## config.mk

```make
export PLATFORM = sky130hd
export DESIGN_NAME = hbridge_pwm_array
export DESIGN_NICKNAME = d
export VERILOG_FILES = /design/src/rtl/hbridge_pwm_array.sv
export SDC_FILE = /design/constraint.sdc
export NUM_CORES = 1
export LEC_CHECK = 0
export BUFFER_PORTS_ARGS = -buffer_cell sky130_fd_sc_hd__buf_4
export CAP_MARGIN = 0
export CELL_PAD_IN_SITES_DETAIL_PLACEMENT = 1
export CELL_PAD_IN_SITES_GLOBAL_PLACEMENT = 2
export CORE_MARGIN = 4
export CORE_UTILIZATION = 40
export DETAILED_ROUTE_END_ITERATION = 10
export PLACE_DENSITY_LB_ADDON = 0.1
export SYNTH_ARGS = -nofsm -noshare
export SYNTH_HDL_FRONTEND = slang
export SYNTH_SLANG_ARGS = --single-unit
```

## constraint.sdc

```tcl
create_clock -name clk -period 5.67 [get_ports clk]
set_input_delay 0.8505 -clock clk [delete_from_list [all_inputs] [get_ports clk]]
set_output_delay 0.8505 -clock clk [all_outputs]
set_load 0.005 [all_outputs]
```

## src/rtl/hbridge_pwm_array.sv

```systemverilog
// hbridge_pwm_array: multi-channel H-bridge driver with edge-aligned PWM
// enables, a shared prescaler/period counter, glitch-free duty updates at
// period boundaries and a forced-off dead-time sequence on every reversal.
// Optional build macro: HBRIDGE_SOFTSTART_EN (duty ramps by 1 LSB per period
// toward the request and restarts from zero after each reversal).
module hbridge_pwm_array #(
   parameter int CHANNELS    = 2,
   parameter int RES         = 8,
   parameter int PRESCALE    = 1,
   parameter int DEAD_CYCLES = 16
) (
   input  logic                    clk,
   input  logic                    rst,
   input  logic [CHANNELS*RES-1:0] speed,
   input  logic [CHANNELS-1:0]     direction_control,
   output logic [CHANNELS-1:0]     motor_enable,
   output logic [CHANNELS-1:0]     motor_direction,
   output logic [CHANNELS-1:0]     reversing
);

   // Last counter value of a period: 2^RES-2, so a period is 2^RES-1 ticks.
   localparam logic [RES-1:0] CNT_LAST  = {{(RES-1){1'b1}}, 1'b0};
   localparam logic [15:0]    PRE_LAST  = 16'(PRESCALE - 1);
   localparam logic [15:0]    DEAD_INIT = 16'(DEAD_CYCLES - 1);

   localparam logic [1:0] ST_RUN  = 2'd0;
   localparam logic [1:0] ST_DEAD = 2'd1;
   localparam logic [1:0] ST_SYNC = 2'd2;

   logic [15:0]    pre_q;
   logic [RES-1:0] cnt_q;
   logic           tick;
   logic           wrap;

   assign tick = (pre_q == PRE_LAST);
   // Period boundary: duty latch and SYNC->RUN release share this strobe.
   assign wrap = tick && (cnt_q == CNT_LAST);

   // Shared prescaler producing one PWM tick every PRESCALE clocks.
   always_ff @(posedge clk) begin
      if (rst) begin
         pre_q <= '0;
      end else if (tick) begin
         pre_q <= '0;
      end else begin
         pre_q <= pre_q + 16'd1;
      end
   end

   // Shared period counter, 0..2^RES-2, advancing on tick.
   always_ff @(posedge clk) begin
      if (rst) begin
         cnt_q <= '0;
      end else if (tick) begin
         if (cnt_q == CNT_LAST) begin
            cnt_q <= '0;
         end else begin
            cnt_q <= cnt_q + 1'b1;
         end
      end
   end

   genvar gi;
   generate
      for (gi = 0; gi < CHANNELS; gi++) begin : g_ch
         logic [1:0]     state_q, state_d;
         logic [15:0]    dead_q, dead_d;
         logic [RES-1:0] duty_q, duty_d;
         logic           dir_q, dir_d;
         logic           en_q, en_d;
         logic           rev_q, rev_d;
         logic [RES-1:0] spd;
         logic           req;

         assign spd = speed[gi*RES +: RES];
         assign req = direction_control[gi] ^ dir_q;

         // Next-state logic: duty latch, reversal FSM and PWM compare.
         always_comb begin
            state_d = state_q;
            dead_d  = dead_q;
            duty_d  = duty_q;
            dir_d   = dir_q;

`ifdef HBRIDGE_SOFTSTART_EN
            if (wrap) begin
               if (duty_q < spd) begin
                  duty_d = duty_q + 1'b1;
               end else if (duty_q > spd) begin
                  duty_d = duty_q - 1'b1;
               end
            end
`else
            if (wrap) begin
               duty_d = spd;
            end
`endif

            case (state_q)
               ST_RUN: begin
                  if (req) begin
                     state_d = ST_DEAD;
                     dead_d  = DEAD_INIT;
                  end
               end
               ST_DEAD: begin
                  // Direction is sampled only once the dead time has elapsed,
                  // so a request withdrawn mid-dead-time leaves the pin alone.
                  if (dead_q == 16'd0) begin
                     dir_d   = direction_control[gi];
                     state_d = ST_SYNC;
                  end else begin
                     dead_d = dead_q - 16'd1;
                  end
               end
               ST_SYNC: begin
                  if (req) begin
                     state_d = ST_DEAD;
                     dead_d  = DEAD_INIT;
                  end else if (wrap) begin
                     state_d = ST_RUN;
                  end
               end
               default: begin
                  state_d = ST_RUN;
               end
            endcase

`ifdef HBRIDGE_SOFTSTART_EN
            if (state_d == ST_DEAD && state_q != ST_DEAD) begin
               duty_d = '0;
            end
`endif

            // Masking with req drops the enable on the same edge the FSM
            // leaves RUN, so the full dead time is spent with the bridge off.
            en_d  = (state_q == ST_RUN) && !req && (duty_q > cnt_q);
            rev_d = (state_d != ST_RUN);
         end

         // Per-channel state and registered bridge outputs.
         always_ff @(posedge clk) begin
            if (rst) begin
               state_q <= ST_RUN;
               dead_q  <= '0;
               duty_q  <= '0;
               dir_q   <= 1'b0;
               en_q    <= 1'b0;
               rev_q   <= 1'b0;
            end else begin
               state_q <= state_d;
               dead_q  <= dead_d;
               duty_q  <= duty_d;
               dir_q   <= dir_d;
               en_q    <= en_d;
               rev_q   <= rev_d;
            end
         end

         assign motor_enable[gi]    = en_q;
         assign motor_direction[gi] = dir_q;
         assign reversing[gi]       = rev_q;
      end
   endgenerate

endmodule

```

### After elaboration in Yosys (flattened, before gate mapping)

Index checks and enable logic that the tools add are counted.

* output and inout port bits: 6
* bits of input ports: 20
* logic and storage cells: 71
* bits in registers: 82

* multiplexer cells: 17
* equality and inequality tests: 9
* bitwise gates (word level): 2
* $add $sub $neg: 4
* order comparisons: 2
* reductions and logical operators: 23

Operator list (number)
* 16-bit two-way mux: 4
* 16-bit case mux with 2 select lines: 2
* 16-bit zero test: 3
* 16-bit by 1-bit subtractor with 16-bit output, second input constant: 2
* 16-bit by 1-bit adder with 16-bit output, second input constant: 1
* 8-bit greater-than comparator: 2
* 2-bit two-way mux: 8
* 2-bit case mux with 3 select lines: 2
* 8-bit by 1-bit adder with 8-bit output, second input constant: 1
* 8-bit == test, second input constant: 1
* 8-bit two-way mux: 1
* 2-bit nonzero test: 4
* 3-bit AND reduction: 2
* 2-bit OR reduction: 3
* 1-bit logical AND: 5
* 2-bit by 1-bit == test with 1-bit output, second input constant: 2
* 2-bit == test, second input constant: 2
* 2-bit zero test: 2
* 2-bit by 1-bit inequality test with 1-bit output, second input constant: 2
* 2-bit inequality test, second input constant: 2
* 2-bit AND reduction: 2
* 1-bit zero test: 2
* 1-bit XOR: 2

### Longest topological paths before layout

* depth after elaboration: 6
* mapped depth: 8

### Worst setup path after synthesis

Ideal clock, no wire load.

* path kind: flip-flop to flip-flop
* from: register g_ch[0].dead_q[5]
* to: register g_ch[0].dead_q[15]
* clock period less this slack: 2.184 ns
* cell stages (with the launch flop): 7
* required time: 5.549 ns
* buffers on the path: 1
* data arrival time: 2.063 ns
* slack: 3.486 ns
* cells stage by stage: dfxtp_1 or4_4 or3_1 buf_6 o211a_4 nor3b_1 mux2_4

* word-level cells in the longest chain between the ends: 3
* elaborated cells on any way between the ends: 6
* classes of those cells: 1 x add/sub; 1 x eq/ne; 2 x mux; 2 x reduce/logical

Ends and longest elaborated chain
* start, declared: line 67 `logic [15:0] dead_q, dead_d;`
* start signal, assigned: line 145 `dead_q <= '0;`
* start signal, assigned: line 152 `dead_q <= dead_d;`
* 16-bit by 1-bit subtractor with 16-bit output / 16-bit zero test (equally long branches): line 113, 109
* 16-bit two-way mux / 2-bit inequality test (equally long branches)
* 16-bit case mux with 2 select lines / 3-bit AND reduction (equally long branches)

Several ways; a longest one is shown, not always the timed one. The select of a mux whose other input is x is not followed.
A chain may end at the register's enable or synchronous reset.

### Final worst setup path

* from: register g_ch[0].dead_q[5]
* to: register g_ch[0].dead_q[8]

The elaborated chain is that of the path after synthesis.

==> results.md <==
* Status: finished clean
* Min-delay src: g_ch[0].duty_q[0]$_SDFFE_PP0P_
* Ys Warns at 0
* Slew Limit Fails at 0
* Post-route ant nets at 0
* CTS Root Cell: clkbuf_8
* RR Startpoint: g_ch[0].dead_q[5]$_SDFFE_PP0P_
* Proportion of synthesized area in mux cells at 0.008650
* Cell count of the worst hold path at 2
* Final setup viols at 0
* Die Y at about 110 um
* # clock sinks at 82
* Fin crit period at 2475 ps
* Critical Path RT at about 6000 ps
* Metal-1 WL at roughly 4400 um
* Area of the multi-input gates at ~2200 um2
* Die area at about 12000 um2
* Routed WL per cell at between 10 and 15 um
* Hold WS at between 400 and 500 ps
* VDD IR-drop max at 0.1470 mV
* Initial antenna violation count at 0
* Largest family of logic cells by synthesized area: simple AND/OR/NAND/NOR gates
* First-pass GRT wire length at between 15000 and 20000 um
* Seq/Total Area, Yosys at 0.4053
* CTS tree: yes
* Final Core Density at 0.4569
* Relative slew margins at 0.4109
* Clock-pin slew on the worst setup and hold paths at approximately 70 ps
* FILL cells at between 1000 and 1500
* Crit path launch type: register
* DRC viols at 0
* Worst-path fanout max at 10
* #FFs+latches synth at between 80 and 90
* Unrepaired setup endpoints after global routing: no
* Vias at roughly 3400
* Io pins at 26
* Leak at around 0.0017 uW
* Simple-gate area share of the yosys netlist at 0.2669
* Yosys cell types at 45
* Mapped Area at between 4000 and 5000 um2
* Fmax at between 400 and 500 MHz
* Post-route setup TNS at 0 ps
* Worst slew pin tran at a little under 900 ps
* Largest net degree at the start of global routing at 45
* R2R depth at 5
* Floorplan row count at 36
* CTS H-tree depth at 3
* Top routing layer in use: met4
* Hold buffer count at CTS at 0
* Post-CTS Setup Bufs at 0
* Initial Util at 0.4125
* Setup WS pre-CTS at around 3200 ps
* Total global-route track usage at 0.1692
* Seq. cell area at ~1600 um2
* CP Capture Type: register
* Area Growth Syn to Fin at 10.78%
* GPL Wtd Cong at approximately 0.73
* Total CTS buffers at 9
* Post-Synth Adder-Cell Area at 0.07414
* Vias in the first global route at roughly 3400
* Final Cycle Share at 0.4365
* EDFF count, synth at 0
* # resized after CTS at 0
* Most common cell after layout, fill and taps aside: dfxtp_1
* Gate count of the mapped netlist at 485
* Syn nets at 529
* Synth Area in XOR/XNOR at 0.08217
* PD cells at ~290 nW/um2
* Synth Flop Type: dfxtp_1
* Worst Hold End: g_ch[0].duty_q[0]$_SDFFE_PP0P_
* Dpl hpwl at 6679 um
* Setup ws final at 3195 ps
* Worst reg2reg path endpoint: g_ch[0].dead_q[8]$_SDFFE_PP0P_
* Antenna cell count at 0
* Most frequent cells in the layout: dfxtp_1 (82), nor2_1 (57), nand2_1 (49)
* 1st-iter DRT viols at 70
* Final setup skew at approximately 11 ps
* Core Area at between 9000 and 10000 um2
* Congestion Overflow GR at 0
* Die W at 108.6 um
* Hold Path Class: register to register
* WL final at between 9000 and 10000 um
* R2R setup slack at 3200 ps
* Avg Synthesized Cell Area at roughly 8.4 um2
* Share of layout cells above drive strength 1 at 0.1012
* Crit Path Category: register to register
* WL met2 at approximately 4500 um
* Maximum root-to-sink buffer count at 2
* Worst skew pair latency at 370 ps
* Complex-gate fraction of the synthesized area at 0.1137
* Nets@finish at about 540
* PortBufs at 25
* Synth async-reset ratio at 0
* First-pass iteration count of the detailed router at 4
* Data arrival time of the critical path at 2770 ps
* DR vias/cell at 5.278
* Final hold vios at 0
* Max cap viols at 0
* DR WL met3 at between 200 and 300 um
-- worst max-delay path, cell delays in order, from the launching register on --
cell,delay [ps]
dfxtp_1,360
or4_4,580
or3_1,520
o211ai_1,600
o21ai_0,190
a21oi_1,150
-- area by class of cell --
type | instances | area share
sequential | 82 | 0.3659
clock inverter | 2 | 0.002231
timing repair buffer | 27 | 0.04518
clock buffer | 14 | 0.03848
multi-input combinational | 358 | 0.4936
inverter | 21 | 0.01757
tap | 133 | 0.03709
-- registers in the layout (all words and copies together), names as in the netlist --
| name | flops |
|---|---|
| pre_q | 16 |
| g_ch.rev_q | 2 |
| g_ch.dead_q | 32 |
| g_ch.duty_q | 16 |
| cnt_q | 8 |
| g_ch.en_q | 2 |
| g_ch.dir_q | 2 |
| g_ch.state_q | 4 |
-- per-stage QoR --
| stage | std cells | total power [uW] | area, um2 |
|---|---|---|---|
| after floorplan | 485 | 862.9 | 4050 |
| final | 637 | 1313 | 4487 |
| after global routing | 637 | 1402 | 4487 |
| after global placement | 621 | 920.8 | 4304 |
| after CTS | 637 | 1336 | 4487 |
| after detailed placement | 621 | 926.9 | 4304 |
-- cells by family (layout without fill, tap and decap cells) --
logic type                 after synthesis  after routing
AOI/OAI and AO/OA                       77             77
buffers and inverters                   45             64
DFF                                     82             82
xor gates and xnor gates                38             38
muxes                                    3              3
and+or+nand+nor                        216            216
adders and majority gates               24             24
-- worst max-delay path by stage --
| stage | startpoint | slack (ps) | endpoint | depth (start not counted) |
|---|---|---|---|---|
| 2_1_floorplan | g_ch[0].dead_q[5]$_SDFFE_PP0P_ | 3490 | g_ch[0].dead_q[15]$_SDFFE_PP0P_ | 6 |
| 3_3_place_gp | g_ch[0].dead_q[5]$_SDFFE_PP0P_ | 3310 | g_ch[0].dead_q[8]$_SDFFE_PP0P_ | 5 |
| 3_5_place_dp | g_ch[0].dead_q[5]$_SDFFE_PP0P_ | 3170 | g_ch[0].dead_q[8]$_SDFFE_PP0P_ | 5 |
| 4_1_cts | g_ch[0].dead_q[5]$_SDFFE_PP0P_ | 3130 | g_ch[0].dead_q[8]$_SDFFE_PP0P_ | 5 |
| 5_1_grt | g_ch[0].dead_q[5]$_SDFFE_PP0P_ | 2980 | g_ch[0].dead_q[8]$_SDFFE_PP0P_ | 5 |
| 6_report | g_ch[0].dead_q[5]$_SDFFE_PP0P_ | 3200 | g_ch[0].dead_q[8]$_SDFFE_PP0P_ | 5 |
-- synth_stat cells, types with 2 or more instances --
cell type / instances / area share
dfxtp_1: 82 / 0.41
nor2_1: 57 / 0.053
nand2_1: 49 / 0.045
a21oi_1: 40 / 0.049
ha_1: 24 / 0.074
inv_1: 21 / 0.019
nor3_1: 21 / 0.026
xor2_1: 20 / 0.043
xnor2_1: 18 / 0.039
clkbuf_1: 17 / 0.016
nand3_1: 17 / 0.021
o21ai_0: 14 / 0.017
nand4_1: 12 / 0.019
nor4_1: 12 / 0.019
or3_1: 10 / 0.015
and3_1: 7 / 0.011
buf_4: 6 / 0.011
nor2b_1: 6 / 0.0093
a211oi_1: 5 / 0.0093
a21o_1: 4 / 0.0074
and4_1: 4 / 0.0086
o2111ai_1: 4 / 0.0086
nand2b_1: 3 / 0.0046
nor3b_1: 3 / 0.0056
o211ai_1: 3 / 0.0056
or2_2: 3 / 0.0046
or4_1: 3 / 0.0056
mux2i_1: 2 / 0.0049
nor4bb_1: 2 / 0.0049
-- metal layers --
metal | vias up | GRT usage
met5 | - | 0
met4 | 0 | 0.04869
met3 | 8 | 0.05151
met2 | 24 | 0.2930
li1 | 1716 | -
met1 | 1614 | 0.2023
-- power by group --
group	internal, uW	total [uW]	switching (uW)
Combinational	114	273	159
Clock	194	399	205
Sequential	608	640	32.1
Total	916	1310	396
Power figures use the tool's default switching activity.
